[config.mk]
export PLATFORM = sky130hd
export DESIGN_NAME = btn_debounce
export DESIGN_NICKNAME = d
export VERILOG_FILES = /design/src/rtl/btn_pkg.sv /design/src/rtl/btn_debounce_sync_2ff.sv /design/src/rtl/btn_debounce.sv
export SDC_FILE = /design/constraint.sdc
export NUM_CORES = 1
export LEC_CHECK = 0
export CORE_ASPECT_RATIO = 1.2
export CORE_MARGIN = 8
export CORE_UTILIZATION = 45
export CTS_CLUSTER_SIZE = 24
export DETAILED_ROUTE_END_ITERATION = 12
export PLACE_DENSITY = 0.67
export SETUP_SLACK_MARGIN = 0.1
export SLEW_MARGIN = 5
export SYNTH_ARGS = -nofsm -noshare
export SYNTH_HDL_FRONTEND = slang
export SYNTH_SLANG_ARGS = --single-unit
[constraint.sdc]
create_clock -name clk -period 2.2 [get_ports clk]
set_clock_uncertainty 0.05 [all_clocks]
set_input_delay 0.33 -clock clk [delete_from_list [all_inputs] [get_ports clk]]
set_output_delay 0.33 -clock clk [all_outputs]
set_load 0.02 [all_outputs]
[src/rtl/btn_pkg.sv]
// ============================================================================
// Module      : btn_pkg
// Description : Shared debounce FSM state encoding and default stability window.
// Revision    : 1.0 - initial release
// ============================================================================
`default_nettype none

package btn_pkg;

    localparam int unsigned c_stable_cycles_default = 500000;

    typedef enum logic [1:0] {
        IDLE_LOW   = 2'd0,
        CHECK_HIGH = 2'd1,
        IDLE_HIGH  = 2'd2,
        CHECK_LOW  = 2'd3
    } state_t;

endpackage

`default_nettype wire

[src/rtl/btn_debounce_sync_2ff.sv]
// ============================================================================
// Module      : sync_2ff
// Description : Generic 1-bit two-flop synchronizer with synchronous reset.
// Revision    : 1.0 - initial release
// ============================================================================
`default_nettype none

module sync_2ff (
    input  logic clk,
    input  logic rst,
    input  logic i_d,
    output logic o_q
);

    logic r_sync1;
    logic r_sync2;

    always_ff @(posedge clk) begin
        if (rst) begin
            r_sync1 <= 1'b0;
            r_sync2 <= 1'b0;
        end else begin
            r_sync1 <= i_d;
            r_sync2 <= r_sync1;
        end
    end

    assign o_q = r_sync2;

endmodule

`default_nettype wire

[src/rtl/btn_debounce.sv]
// ============================================================================
// Module      : btn_debounce
// Description : Pushbutton debouncer with level, press/release pulses, sticky
//               pending flag; optional press counter under BTN_PRESS_COUNT_EN.
// Revision    : 1.0 - initial release
// ============================================================================
`default_nettype none

module btn_debounce
    import btn_pkg::*;
#(
    parameter int unsigned STABLE_CYCLES = c_stable_cycles_default,
    parameter int unsigned CNT_WIDTH     = 20
) (
    input  logic       clk,
    input  logic       reset,
    input  logic       btn_in,
    input  logic       pending_clr,
    output logic       btn_level,
    output logic       btn_press,
    output logic       btn_release,
    output logic       press_pending
`ifdef BTN_PRESS_COUNT_EN
    ,
    output logic [7:0] press_count
`endif
);

    localparam logic [CNT_WIDTH-1:0] c_cnt_last = CNT_WIDTH'(STABLE_CYCLES - 1);

    logic                 w_sync;
    state_t               r_state;
    state_t               w_state_nxt;
    logic [CNT_WIDTH-1:0] r_cnt;
    logic [CNT_WIDTH-1:0] w_cnt_nxt;
    logic                 w_accept_press;
    logic                 w_accept_release;

    sync_2ff u_sync (
        .clk (clk),
        .rst (reset),
        .i_d (btn_in),
        .o_q (w_sync)
    );

    always_ff @(posedge clk) begin
        if (reset) begin
            r_state <= IDLE_LOW;
            r_cnt   <= '0;
        end else begin
            r_state <= w_state_nxt;
            r_cnt   <= w_cnt_nxt;
        end
    end

    // The counter only advances below c_cnt_last, so it can never wrap.
    always_comb begin
        w_state_nxt      = r_state;
        w_cnt_nxt        = r_cnt;
        w_accept_press   = 1'b0;
        w_accept_release = 1'b0;
        case (r_state)
            IDLE_LOW: begin
                if (w_sync) begin
                    w_state_nxt = CHECK_HIGH;
                    w_cnt_nxt   = '0;
                end
            end
            CHECK_HIGH: begin
                if (!w_sync) begin
                    w_state_nxt = IDLE_LOW;
                    w_cnt_nxt   = '0;
                end else if (r_cnt == c_cnt_last) begin
                    w_state_nxt    = IDLE_HIGH;
                    w_cnt_nxt      = '0;
                    w_accept_press = 1'b1;
                end else begin
                    w_cnt_nxt = r_cnt + 1'b1;
                end
            end
            IDLE_HIGH: begin
                if (!w_sync) begin
                    w_state_nxt = CHECK_LOW;
                    w_cnt_nxt   = '0;
                end
            end
            CHECK_LOW: begin
                if (w_sync) begin
                    w_state_nxt = IDLE_HIGH;
                    w_cnt_nxt   = '0;
                end else if (r_cnt == c_cnt_last) begin
                    w_state_nxt      = IDLE_LOW;
                    w_cnt_nxt        = '0;
                    w_accept_release = 1'b1;
                end else begin
                    w_cnt_nxt = r_cnt + 1'b1;
                end
            end
            default: begin
                w_state_nxt = IDLE_LOW;
                w_cnt_nxt   = '0;
            end
        endcase
    end

    // Set also holds through the btn_press cycle so a coincident clear loses.
    always_ff @(posedge clk) begin
        if (reset) begin
            btn_level     <= 1'b0;
            btn_press     <= 1'b0;
            btn_release   <= 1'b0;
            press_pending <= 1'b0;
        end else begin
            btn_level     <= (w_state_nxt == IDLE_HIGH) || (w_state_nxt == CHECK_LOW);
            btn_press     <= w_accept_press;
            btn_release   <= w_accept_release;
            if (w_accept_press || btn_press) begin
                press_pending <= 1'b1;
            end else if (pending_clr) begin
                press_pending <= 1'b0;
            end
        end
    end

`ifdef BTN_PRESS_COUNT_EN
    logic [7:0] r_press_count;

    always_ff @(posedge clk) begin
        if (reset) begin
            r_press_count <= 8'd0;
        end else if (w_accept_press) begin
            r_press_count <= r_press_count + 8'd1;
        end
    end

    assign press_count = r_press_count;
`endif

endmodule

`default_nettype wire

# Word-level counts from Yosys, hierarchy flattened
# Index checks and enable logic that the tools add are counted.
[op_classes] bitwise_logic=1 n_eq_ne=8 add_sub_neg=1 n_reduce_logical=6 mux=18
[ops] op="2-to-1 mux 20 bit" n=5
[ops] op="one-hot mux 20 bit (4 select lines)" n=1
[ops] op="adder 20 x 1 -> 20 bit (second input constant)" n=1
[ops] op="== test 20 x 19 -> 1 bit (second input constant)" n=1
[ops] op="2-to-1 mux 2 bit" n=6
[ops] op="== test 2 bit (second input constant)" n=4
[ops] op="one-hot mux 2 bit (4 select lines)" n=1
[ops] op="2-to-1 mux 1 bit" n=5
[ops] op="OR reduction 3 bit" n=1
[ops] op="== test 2 x 1 -> 1 bit (second input constant)" n=1
[ops] op="logical NOT 2 bit" n=1
[ops] op="logical OR 1 bit" n=2
[ops] op="!= test 2 x 1 -> 1 bit (second input constant)" n=1
[ops] op="!= test 2 bit (second input constant)" n=1
[ops] op="AND reduction 2 bit" n=1
[ops] op="nonzero test 2 bit" n=1
[ops] op="NOT 1 bit" n=1
[totals] inputBits=4 out_inout_bits=4 word_cells=42 regBits=28

# Depth between registers and ports, before layout
# Gate-level depths: netlist of the first run.
[logic_depth] depth_word=6 ltp_mapped=7 depth_no_buf=6

# By module
# Synthesis of the first run repeated with hierarchy kept, for this count alone.
[unflattened] hier_cells=156 area_unflattened_um2=1347.5
[modules_own_cells] module="btn_debounce" n_inst=1 area_per_inst_um2=1295.0 cells_per_inst=152
[modules_own_cells] module="sync_2ff" n_inst=1 area_per_inst_um2=52.6 cells_per_inst=4

# Worst setup path before layout of the first run
# OpenSTA, ideal clock, no wires.
[synth_path] kind="reg2reg" from="register r_cnt[10]" to="register r_cnt[18]" stages_incl_launch_ff=7 arrival_time_ps=1896 required_time_ps=2035 setup_slack_ps=140 synth_period_minus_slack_ps=2060 cell_sequence="dfxtp_1 -> or4_1 -> or4_4 -> o21bai_4 -> a21o_4 -> buf_8 -> nor2_1"
[synth_via] elab_chain_cells=4 elab_cells_between_ends=6 classes_between="add/sub (1); eq/ne (1); mux (4)"
[synth_lines] item="from (decl)" line="btn_debounce.sv:34" source="logic [CNT_WIDTH-1:0] r_cnt;"
[synth_lines] item="from (signal assigned)" line="btn_debounce.sv:52" source="r_cnt <= w_cnt_nxt;"
[synth_lines] item="adder 20 x 1 -> 20 bit / == test 20 x 19 -> 1 bit (equally long branches)"
[synth_lines] item="2-to-1 mux 20 bit *" line="btn_debounce.sv:73, btn_debounce.sv:91"
[synth_lines] item="2-to-1 mux 20 bit (on tied branches)" line="btn_debounce.sv:88, btn_debounce.sv:70"
[synth_lines] item="one-hot mux 20 bit (4 select lines) *" line="btn_debounce.sv:62" source="case (r_state)"
# Every way passes the cells marked *; elsewhere a longest branch is shown, timed or not.
# A chain may end at the register's enable or synchronous reset.

# Worst setup path after layout of the first run
[layout_path] from="register r_cnt[11]" to="register r_cnt[6]"
[layout_via] elab_chain_cells=4 elab_cells_between_ends=5 classes_between="eq/ne (1); mux (4)"
[layout_lines] item="== test 20 x 19 -> 1 bit *" line="btn_debounce.sv:73, btn_debounce.sv:91"
[layout_lines] item="2-to-1 mux 20 bit *" line="btn_debounce.sv:73, btn_debounce.sv:91"
[layout_lines] item="2-to-1 mux 20 bit (on tied branches)" line="btn_debounce.sv:88, btn_debounce.sv:70"
[layout_lines] item="one-hot mux 20 bit (4 select lines) *" line="btn_debounce.sv:62"
# Marked as above.

==> results of run 1 <==
-- cell usage after synthesis, types with 2 or more instances --
cell type | count | area share, %
nor2b_1 | 2 | 0.97
o2111ai_1 | 2 | 1.4
dfxtp_1 | 28 | 44
or4_1 | 2 | 1.2
nand2b_1 | 2 | 0.97
nand4_1 | 3 | 1.5
xnor2_1 | 10 | 6.8
a21oi_1 | 4 | 1.6
nand3_1 | 7 | 2.7
and4bb_2 | 2 | 1.9
nor2_1 | 24 | 7.0
nor3_1 | 2 | 0.78
and3_1 | 2 | 0.97
nor4_1 | 5 | 2.4
xor2_1 | 6 | 4.1
nand2_1 | 12 | 3.5
or3_1 | 2 | 0.97
inv_1 | 5 | 1.5
-- layout by cell type, fill, tap and decap left out, types with 4 or more instances in the layout --
| cell | netlist | final |
|---|---|---|
| nor2_1 | 24 | 19 |
| nand3_1 | 7 | 7 |
| clkdlybuf4s50_1 | 0 | 7 |
| xor2_1 | 6 | 6 |
| buf_4 | 0 | 6 |
| nor2_2 | 0 | 5 |
| nand2_1 | 12 | 12 |
| inv_1 | 5 | 5 |
| dfxtp_1 | 28 | 26 |
| xnor2_1 | 10 | 10 |
| nor4_1 | 5 | 5 |
| a21oi_1 | 4 | 4 |
-- cells by family after synthesis --
| kind of cell | Yosys count |
|---|---|
| AOI/OAI and AO/OA | 12 |
| xor gates and xnor gates | 16 |
| adders and majority gates | 1 |
| buffers and inverters | 7 |
| DFF | 28 |
| muxes | 2 |
| and+or+nand+nor | 75 |
-- worst register-to-register path, stage by stage (launching register included) --
cell and delay [ns]:
dfxtp_2 0.35, or4_1 0.51, or4_4 0.59, o21bai_4 0.25
a21o_4 0.23, nor2_1 0.06
-- repair_timing --
action                                  4_1_cts  5_1_grt
endpoints found under the setup margin       17       22
hold buffers                                  0        0
resized for setup                             3        5
pin swaps                                     1        7
setup buffers                                 2        1
cloned                                        1        0
-- area by class of cell --
cell class	instances	area, um^2
timing repair buffer	13	115
tap	34	42.5
sequential	28	563
multi-input combinational	107	714
fill	266	1270
inverter	5	18.8
clock buffer	4	36.3
-- sequential cells by signal, summed over array words and instances, names as in the netlist --
name            cells
r_cnt              20
r_state             2
btn_level           1
btn_press           1
btn_release         1
press_pending       1
u_sync.o_q          1
u_sync.r_sync1      1
-- per-stage QoR --
| stage | cells | utilization, % |
|---|---|---|
| finish | 191 | 54.0 |
| global route | 191 | 54.0 |
| CTS | 190 | 53.3 |
| detailed placement | 183 | 50.8 |
| global placement | 183 | 50.8 |
| floorplan | 141 | - |
-- path summary, 6_finish.rpt --
| path | startpoint | endpoint | slack [ns] | cells past startpoint |
|---|---|---|---|---|
| worst max-delay path | r_cnt[11]$_SDFFE_PP0P_ | r_cnt[6]$_SDFFE_PP0P_ | 0.07 | 5 |
| worst min-delay path | u_sync.r_sync1$_SDFF_PP0_ | u_sync.o_q$_SDFF_PP0_ | 0.41 | 1 |
| worst max register to register | r_cnt[11]$_SDFFE_PP0P_ | r_cnt[6]$_SDFFE_PP0P_ | 0.07 | 5 |
| worst min register to register | u_sync.r_sync1$_SDFF_PP0_ | u_sync.o_q$_SDFF_PP0_ | 0.41 | 1 |
-- routing by layer --
metal  track usage, %  part of all wire [%]  vias to the layer above
met5                0                     0                        -
met4             7.04                   3.2                        0
met3             2.41                   3.6                        8
met2             21.7                    50                       27
met1             12.7                    43                      484
li1                 -                     -                      525
-- report_power, final --
part           switching, uW  internal, uW
Sequential              1.71           510
Clock                    157           101
Combinational           20.3          13.9
Total                    179           625
==> run summary, run 1 <==
final number of hold-violating endpoints: 0
share of synthesized cell area in and, or, nand and nor gates: 32.1%
total standard cell area after synthesis: 0.00128 mm^2
Clock Root Buffer: clkbuf_4
antenna diode count: 0
via count of the first global-routing pass: 1,072
Die Wd: 64.8 um
post-synthesis cell count: 141
post-synthesis async set-or-reset flop share: 0%
global-route usage over all layers: 12.0%
count of yosys warnings during synthesis: 0
Static Leakage: 0.000504 uW
worst slew pin tran: 0.592 ns
fin nets: 163
number of DRC markers in iteration 0: 28
maxcap violations: 0
IO Pins: 8
final count of pins violating max slew: 0
ordered list of cells on the worst path: or4_1 -> or4_4 -> o21bai_4 -> a21o_4 -> nor2_1
signed area change from the synthesized netlist to the final layout: 16.0%
Top FF cell, synth: dfxtp_1
antenna violations before repair: 0
timing-limited maximum frequency: 470 MHz
number of enable flip-flop cells after synthesis: 0
count of distinct cell types in the synthesized netlist: 39
post-route antenna net violation count: 0
share of cell area taken by muxes after synthesis: 1.66%
FP Rows: 21
Critical Path End Type: flip-flop
element type at the critical path start: flip-flop
Worst slew margin: 60.5%
Die Y: 74.5 um
vias per cell: 5.47
overall die area: 0.00483 mm^2
share of the synthesized area in compound gates (AO/OA/AOI/OAI): 7.79%
critical path arrival: 2.32 ns
class of the tightest hold or removal check: flip-flop to flip-flop
number of nets produced by synthesis: 146
Yosys reg bits: 28
Final Power: 804 uW
average cell area after synthesis: 9.11 um^2
H-tree levels: 1
wirelength, routed: 2700 um
instance area after placement: 0.00140 mm^2
CP delay by family, top: simple AND/OR/NAND/NOR gates
GRT Residual Overflow: 0
share of post-route cells with drive strength above 1: 18.5%
number of clock buffers inserted by TritonCTS: 3
worst path buffer plus inverter count: 0
DP Worst Slack: 0.0603 ns
count of TritonRoute iterations in the first routing pass: 4
clock sink count: 28
pin count of the biggest net entering global routing: 16
Worst Hold Margin: 0.411 ns
Final Instance Area: 0.00149 mm^2
Critical-path top delay cell: or4_4
sum of negative setup slack: 0 ns
global placer's final weighted congestion: 0.787
sequential element share of the synthesized area: 43.6%
final setup vio count: 0
global-route wire length before repair: 4610 um
Period Utilization, post-route: 96.6%
clk buf depth: 2
post-detailed-placement half-perimeter wirelength: 1900 um
status: finished, final reports clean
number of input and output port buffers inserted: 7
via count: 1,044
dominant combinational cell family by area after synthesis: simple AND/OR/NAND/NOR gates
initial core utilization: 46.6%
core region area: 0.00276 mm^2
Peak supply drop: 0.000349 V
post-layout worst setup margin: 0.0740 ns
clock latency on the worst-skew pair: 0.34 ns
post-synthesis xor/xnor area fraction: 10.9%
mean routed wirelength per cell: 14.1 um
Synth Area in Adders: 0.974%
ratio of total power to cell area: 539 mW/mm^2
Critical Path Fanout Max: 8
startpoint-to-endpoint class of the critical path: flip-flop to flip-flop
CTS tree: yes
delay of the slowest critical-path stage: 0.59 ns
clock-pin slew of the registers on the worst-case setup and hold paths: 0.15 ns
unrepaired setup endpoints after global routing: true
Post-route DRC: 0
Final Critical Period: 2.13 ns
endpoint required time on the critical path: 2.39 ns
(Power assumes the default switching activity.)
==> run 2: changes to the inputs <==
Settings changed: REMOVE_ABC_BUFFERS set to 1.
==> run 2 against run 1 <==
  * Register-to-register slack about the same
  * Maximum frequency shrank 0.42%
  * Sequential share of layout area down 0.62 points
  * Critical path type unchanged
  * Setup slack worse by 0.0089 ns
  * Largest cell class unchanged
  * Combinational power shrank 1%
  * Clock power is 28% higher
  * Critical path depth unchanged
  * Via count down 2.0%
  * First-iteration DRC count increased by 36%
==> run summary, run 2 (synthesis results as in run 1) <==
critical path arrival: 2.32 ns (about the same)
vias per cell: 5.33 (was 5.47)
antenna diode count: 0 (unchanged)
startpoint-to-endpoint class of the critical path: flip-flop to flip-flop (unchanged)
global-route wire length before repair: 4140 um (was 4610 um)
via count: 1,023 (was 1,044)
clock power share: 37.7% (was 32.1%)
flop2flop setup slack: 0.07 ns (about the same)
ratio of total power to cell area: 577 mW/mm^2 (was 539 mW/mm^2)
Worst slew margin: 61.7% (was 60.5%)
cell internal pwr: 708 uW (was 625 uW)
Post-route DRC: 0 (unchanged)
global placer's final weighted congestion: 0.804 (was 0.787)
hold_buf cts: 0 (unchanged)
Static Leakage: 0.000517 uW (was 0.000504 uW)
Final Critical Period: 2.13 ns (about the same)
class of the tightest hold or removal check: flip-flop to flip-flop (unchanged)
top register by number of flip-flops: r_cnt (unchanged)
overall die area: 0.00483 mm^2 (unchanged)
via count of the first global-routing pass: 939 (was 1,072)
signed area change from the synthesized netlist to the final layout: 17.9% (was 16.0%)
CTS tree: yes (unchanged)
unrepaired setup endpoints after global routing: true (unchanged)
clock latency on the worst-skew pair: 0.32 ns (was 0.34 ns)
Clock Root Buffer: clkbuf_4 (unchanged)
share of post-route cells with drive strength above 1: 18.4% (was 18.5%)
Period Utilization, post-route: 97.0% (was 96.6%)
post-detailed-placement half-perimeter wirelength: 1860 um (was 1900 um)
initial core utilization: 46.6% (unchanged)
total area of multi-input combinational cells: 712 um^2 (was 714 um^2)
DP Worst Slack: 0.0845 ns (was 0.0603 ns)
wirelength, routed: 2600 um (was 2700 um)
post-layout worst setup margin: 0.0652 ns (was 0.0740 ns)
Sw Ratio: 19.1% (was 22.2%)
number of input and output port buffers inserted: 7 (unchanged)
timing-limited maximum frequency: 468 MHz (was 470 MHz)
GRT Residual Overflow: 0 (unchanged)
count of TritonRoute iterations in the first routing pass: 4 (unchanged)
post-route antenna net violation count: 0 (unchanged)
clock sink count: 28 (unchanged)
sum of negative setup slack: 0 ns (unchanged)
final number of hold-violating endpoints: 0 (unchanged)
core region area: 0.00276 mm^2 (unchanged)
clock-pin slew of the registers on the worst-case setup and hold paths: 0.15 ns (about the same)
mean routed wirelength per cell: 13.5 um (was 14.1 um)
final setup vio count: 0 (unchanged)
worst slew pin tran: 0.573 ns (was 0.592 ns)
global-route usage over all layers: 10.7% (was 12.0%)
IO Pins: 8 (unchanged)
pin count of the biggest net entering global routing: 17 (was 16)
FP Rows: 21 (unchanged)
endpoint required time on the critical path: 2.38 ns (was 2.39 ns)
Critical Path Fanout Max: 7 (was 8)
clk buf depth: 2 (unchanged)
number of fill cells in the layout: 267 (was 266)
H-tree levels: 1 (unchanged)
flip-flop count of the largest register after layout: 20 (unchanged)
number of clock buffers inserted by TritonCTS: 3 (unchanged)
commonest non-fill, non-tap cell in the layout: dfxtp_1 (unchanged)
final count of pins violating max slew: 0 (unchanged)
Die Y: 74.5 um (unchanged)
Die Wd: 64.8 um (unchanged)
status: finished, final reports clean (unchanged)
Sw Pwr: 167 uW (was 179 uW)
biggest registers after layout: r_cnt: 20 flops, r_state: 2 flops (unchanged)
number of DRC markers in iteration 0: 38 (was 28)
combinational power share: 3.9% (was 4.3%)
share of power burned in registers: 58.4% (was 63.6%)
antenna violations before repair: 0 (unchanged)
element type at the critical path start: flip-flop (unchanged)
Critical Path End Type: flip-flop (unchanged)
Peak supply drop: 0.000357 V (was 0.000349 V)
total area of sequential cells: 563 um^2 (unchanged)
maxcap violations: 0 (unchanged)
fin nets: 164 (was 163)
leading cell types in the layout, fill and taps excluded: dfxtp_1, nor2_1, nand2_1 (unchanged)
==> run 2: changes by cell type in the layout (fill, tap and decap cells not counted), sizes merged <==
cell / previous run / this run
buf: 6 / 7
bufinv: 0 / 1
clkbuf: 4 / 3
==> run 2: cell type report <==
| class | instances | share of cell area, % |
|---|---|---|
| inverter | 5 | 1.24 |
| tap | 34 | 2.81 |
| sequential | 28 | 37.2 |
| timing repair buffer | 14 | 8.34 |
| clock buffer | 3 | 1.49 |
| clock inverter | 1 | 1.98 |
| multi-input combinational | 107 | 47.0 |
==> run 2: power by group through the flow <==
| stage | sequential, uW | clock [uW] | combinational [uW] |
|---|---|---|---|
| 3_3_place_gp | 522 | 0 | 29.9 |
| 6_report | 511 | 330 | 33.8 |
| 4_1_cts | 512 | 344 | 30.0 |
| 3_5_place_dp | 522 | 0 | 29.9 |
| 2_1_floorplan | 522 | 0 | 15.2 |
| 5_1_grt | 512 | 363 | 36.4 |
==> run 2: what timing repair did <==
item	in CTS	in global routing
pin swaps	1	3
gates resized for setup	2	6
endpoints found under the setup margin	20	20
gates cloned	0	1
buffers inserted	1	0
==> run 2: layer usage <==
| layer | routed length [um] | part of all wire, % | track usage (%) |
|---|---|---|---|
| met2 | 1310 | 50 | 18.8 |
| met4 | 22 | 0.85 | 4.37 |
| met5 | 0 | 0 | 0 |
| met3 | 73 | 2.8 | 2.86 |
| met1 | 1200 | 46 | 12.0 |
==> run 2: worst max-delay path, stage by stage (launching register included) <==
cell and delay (ns):
dfxtp_2 0.35, or4_4 0.52, or4_4 0.59, o21bai_4 0.23, a21o_2 0.25, nor2_1 0.06
==> run 2: path summary, 6_finish.rpt <==
| kind | from | to | cells after the start |
|---|---|---|---|
| max | r_cnt[11]$_SDFFE_PP0P_ | r_cnt[8]$_SDFFE_PP0P_ | 5 |
| min | u_sync.r_sync1$_SDFF_PP0_ | u_sync.o_q$_SDFF_PP0_ | 1 |
| min reg2reg | u_sync.r_sync1$_SDFF_PP0_ | u_sync.o_q$_SDFF_PP0_ | 1 |
| max reg2reg | r_cnt[11]$_SDFFE_PP0P_ | r_cnt[8]$_SDFFE_PP0P_ | 5 |
==> run 2: per-stage QoR <==
stage,power (uW),hold WS [ns],util (%),std cells,instance area [um^2]
global placement,552,0.382,51.6,186,1420
floorplan,537,0.349,-,139,1270
global route,912,0.429,54.9,192,1520
detailed placement,552,0.383,51.6,186,1420
finish,875,0.419,54.9,192,1520
CTS,886,0.422,53.9,191,1490
==> run 3: changes to the inputs <==
Settings changed: CELL_PAD_IN_SITES_DETAIL_PLACEMENT set to 0, CELL_PAD_IN_SITES_GLOBAL_PLACEMENT set to 1, CORE_UTILIZATION 45 to 40, MAX_ROUTING_LAYER set to met4, PLACE_DENSITY 0.67 to 0.75.
==> run 3 against run 2 <==
  * Clock power is 3% higher
  * Setup slack better by 0.068 ns
  * First-iteration DRC count is 82% higher
  * Largest power group unchanged
  * Sequential power hardly changed
  * Via count is 0.78% lower
  * Maximum frequency is 3.3% higher
  * Clock-buffer cell count stayed put
  * Largest cell class unchanged
  * Sequential share of layout area is 0.092 points higher
  * Flip-flop and latch count stayed put
  * Critical endpoint is now r_cnt[9]$_SDFFE_PP0P_
  * Critical path depth stayed put
  * Design area is 0.25% lower
  * Combinational power hardly changed
==> run summary, run 3 (synthesis results as in run 1) <==
global placer's final weighted congestion: 0.778 (was 0.804)
final count of pins violating max slew: 0 (unchanged)
Die Wd: 67.7 um (was 64.8 um)
critical path arrival: 2.26 ns (was 2.32 ns)
GRT Residual Overflow: 0 (unchanged)
Peak supply drop: 0.000325 V (was 0.000357 V)
CP delay by family, top: simple AND/OR/NAND/NOR gates (unchanged)
leading cell types in the layout, fill and taps excluded: dfxtp_1, nor2_1, nand2_1 (unchanged)
Worst slew margin: 59.1% (was 61.7%)
core region area: 0.00306 mm^2 (was 0.00276 mm^2)
ordered list of cells on the worst path: or4_1 -> or4_4 -> o21bai_4 -> a21o_4 -> nor2_1 (was or4_4 -> or4_4 -> o21bai_4 -> a21o_2 -> nor2_1)
pin count of the biggest net entering global routing: 17 (unchanged)
Die Y: 78.1 um (was 74.5 um)
sum of negative setup slack: 0 ns (unchanged)
element type at the critical path start: flip-flop (unchanged)
number of clock buffers inserted by TritonCTS: 3 (unchanged)
signed area change from the synthesized netlist to the final layout: 17.6% (was 17.9%)
commonest non-fill, non-tap cell in the layout: dfxtp_1 (unchanged)
worst path buffer plus inverter count: 0 (unchanged)
ratio of total power to cell area: 586 mW/mm^2 (was 577 mW/mm^2)
wirelength, routed: 2620 um (was 2600 um)
Period Utilization, post-route: 93.9% (was 97.0%)
number of fill cells in the layout: 302 (was 267)
top register by number of flip-flops: r_cnt (unchanged)
fin nets: 165 (was 164)
Clock Root Buffer: clkbuf_4 (unchanged)
clock sink count: 28 (unchanged)
overall die area: 0.00529 mm^2 (was 0.00483 mm^2)
biggest registers after layout: r_cnt: 20 flops, r_state: 2 flops (unchanged)
worst setup path startpoint: r_cnt[11]$_SDFFE_PP0P_ (unchanged)
flip-flop count of the largest register after layout: 20 (unchanged)
Critical Path End Type: flip-flop (unchanged)
count of TritonRoute iterations in the first routing pass: 6 (was 4)
startpoint-to-endpoint class of the critical path: flip-flop to flip-flop (unchanged)
initial core utilization: 42.1% (was 46.6%)
FP Rows: 22 (was 21)
Critical Path Fanout Max: 8 (was 7)
via count of the first global-routing pass: 1,035 (was 939)
via count: 1,015 (was 1,023)
delay of the slowest critical-path stage: 0.56 ns (was 0.59 ns)
hold_buf cts: 0 (unchanged)
post-route antenna net violation count: 0 (unchanged)
global-route usage over all layers: 11.0% (was 10.7%)
post-detailed-placement half-perimeter wirelength: 1900 um (was 1860 um)
timing-limited maximum frequency: 484 MHz (was 468 MHz)
HP Start: u_sync.r_sync1$_SDFF_PP0_ (unchanged)
vias per cell: 5.21 (was 5.33)
antenna diode count: 0 (unchanged)
number of DRC markers in iteration 0: 69 (was 38)
H-tree levels: 1 (unchanged)
Static Leakage: 0.000525 uW (was 0.000517 uW)
worst slew pin tran: 0.613 ns (was 0.573 ns)
global-route wire length before repair: 4620 um (was 4140 um)
number of input and output port buffers inserted: 7 (unchanged)
class of the tightest hold or removal check: flip-flop to flip-flop (unchanged)
clock latency on the worst-skew pair: 0.33 ns (was 0.32 ns)
CTS tree: yes (unchanged)
clk buf depth: 2 (unchanged)
Final Critical Period: 2.07 ns (was 2.13 ns)
mean routed wirelength per cell: 13.4 um (was 13.5 um)
cell total after placement: 189 (was 186)
unrepaired setup endpoints after global routing: true (unchanged)
share of post-route cells with drive strength above 1: 16.4% (was 18.4%)
endpoint required time on the critical path: 2.39 ns (was 2.38 ns)
IO Pins: 8 (unchanged)
FF-to-FF Start: r_cnt[11]$_SDFFE_PP0P_ (unchanged)
final number of hold-violating endpoints: 0 (unchanged)
clock-pin slew of the registers on the worst-case setup and hold paths: 0.16 ns (was 0.15 ns)
Critical-path top delay cell: or4_4 (unchanged)
status: finished, final reports clean (unchanged)
Post-route DRC: 0 (unchanged)
post-route non-filler standard cell count: 195 (was 192)
maxcap violations: 0 (unchanged)
antenna violations before repair: 0 (unchanged)
final setup vio count: 0 (unchanged)
[run 3: area by class of cell]
type	instances	area, um^2	area share [%]
multi-input cells	107	702	46.4
clock buffers	3	22.5	1.49
inverters	5	18.8	1.24
well taps	36	45.0	2.98
repair buffers	15	130	8.61
clock inverters	1	30.0	1.99
flip-flops and latches	28	563	37.3
[run 3: power by group]
group          total (uW)  switching [uW]  internal (uW)
combinational        34.1            19.3           14.9
sequential            512            1.84            510
clock                 340             156            184
total                 886             177            709
[run 3: worst paths after layout]
path                                               to  slack (ns)  cells after the start
worst max-delay path            r_cnt[9]$_SDFFE_PP0P_        0.13                      5
worst min-delay path            u_sync.o_q$_SDFF_PP0_        0.41                      1
worst max register to register  r_cnt[9]$_SDFFE_PP0P_        0.13                      5
worst min register to register  u_sync.o_q$_SDFF_PP0_        0.41                      1
[run 3: routing by layer]
layer | routed length, um | up-vias | global-route usage, %
met2 | 1270 | 8 | 17.5
met4 | 18 | 0 | 1.89
met5 | 0 | - | -
met1 | 1290 | 474 | 14.1
met3 | 46 | 4 | 2.13
li1 | - | 529 | -
[run 3: stage by stage]
| stage | worst slack (ns) | power [uW] | util, % | instance area (um^2) | hold slack, ns |
|---|---|---|---|---|---|
| global placement | 0.117 | 553 | 46.9 | 1430 | 0.379 |
| floorplan | 0.161 | 537 | - | 1270 | 0.349 |
| global route | 0.0746 | 922 | 49.5 | 1510 | 0.444 |
| CTS | 0.0879 | 901 | 49.5 | 1510 | 0.416 |
| finish | 0.134 | 886 | 49.5 | 1510 | 0.413 |
| detailed placement | 0.0975 | 553 | 46.9 | 1430 | 0.381 |
[run 3: timing repair]
| action | 4_1_cts | 5_1_grt |
|---|---|---|
| endpoints found under the hold margin | 0 | 0 |
| setup endpoints to repair | 16 | 21 |
| gates cloned | 1 | 0 |
| setup buffers | 1 | 0 |
| gates resized for setup | 3 | 0 |
| pin swaps | 6 | 3 |
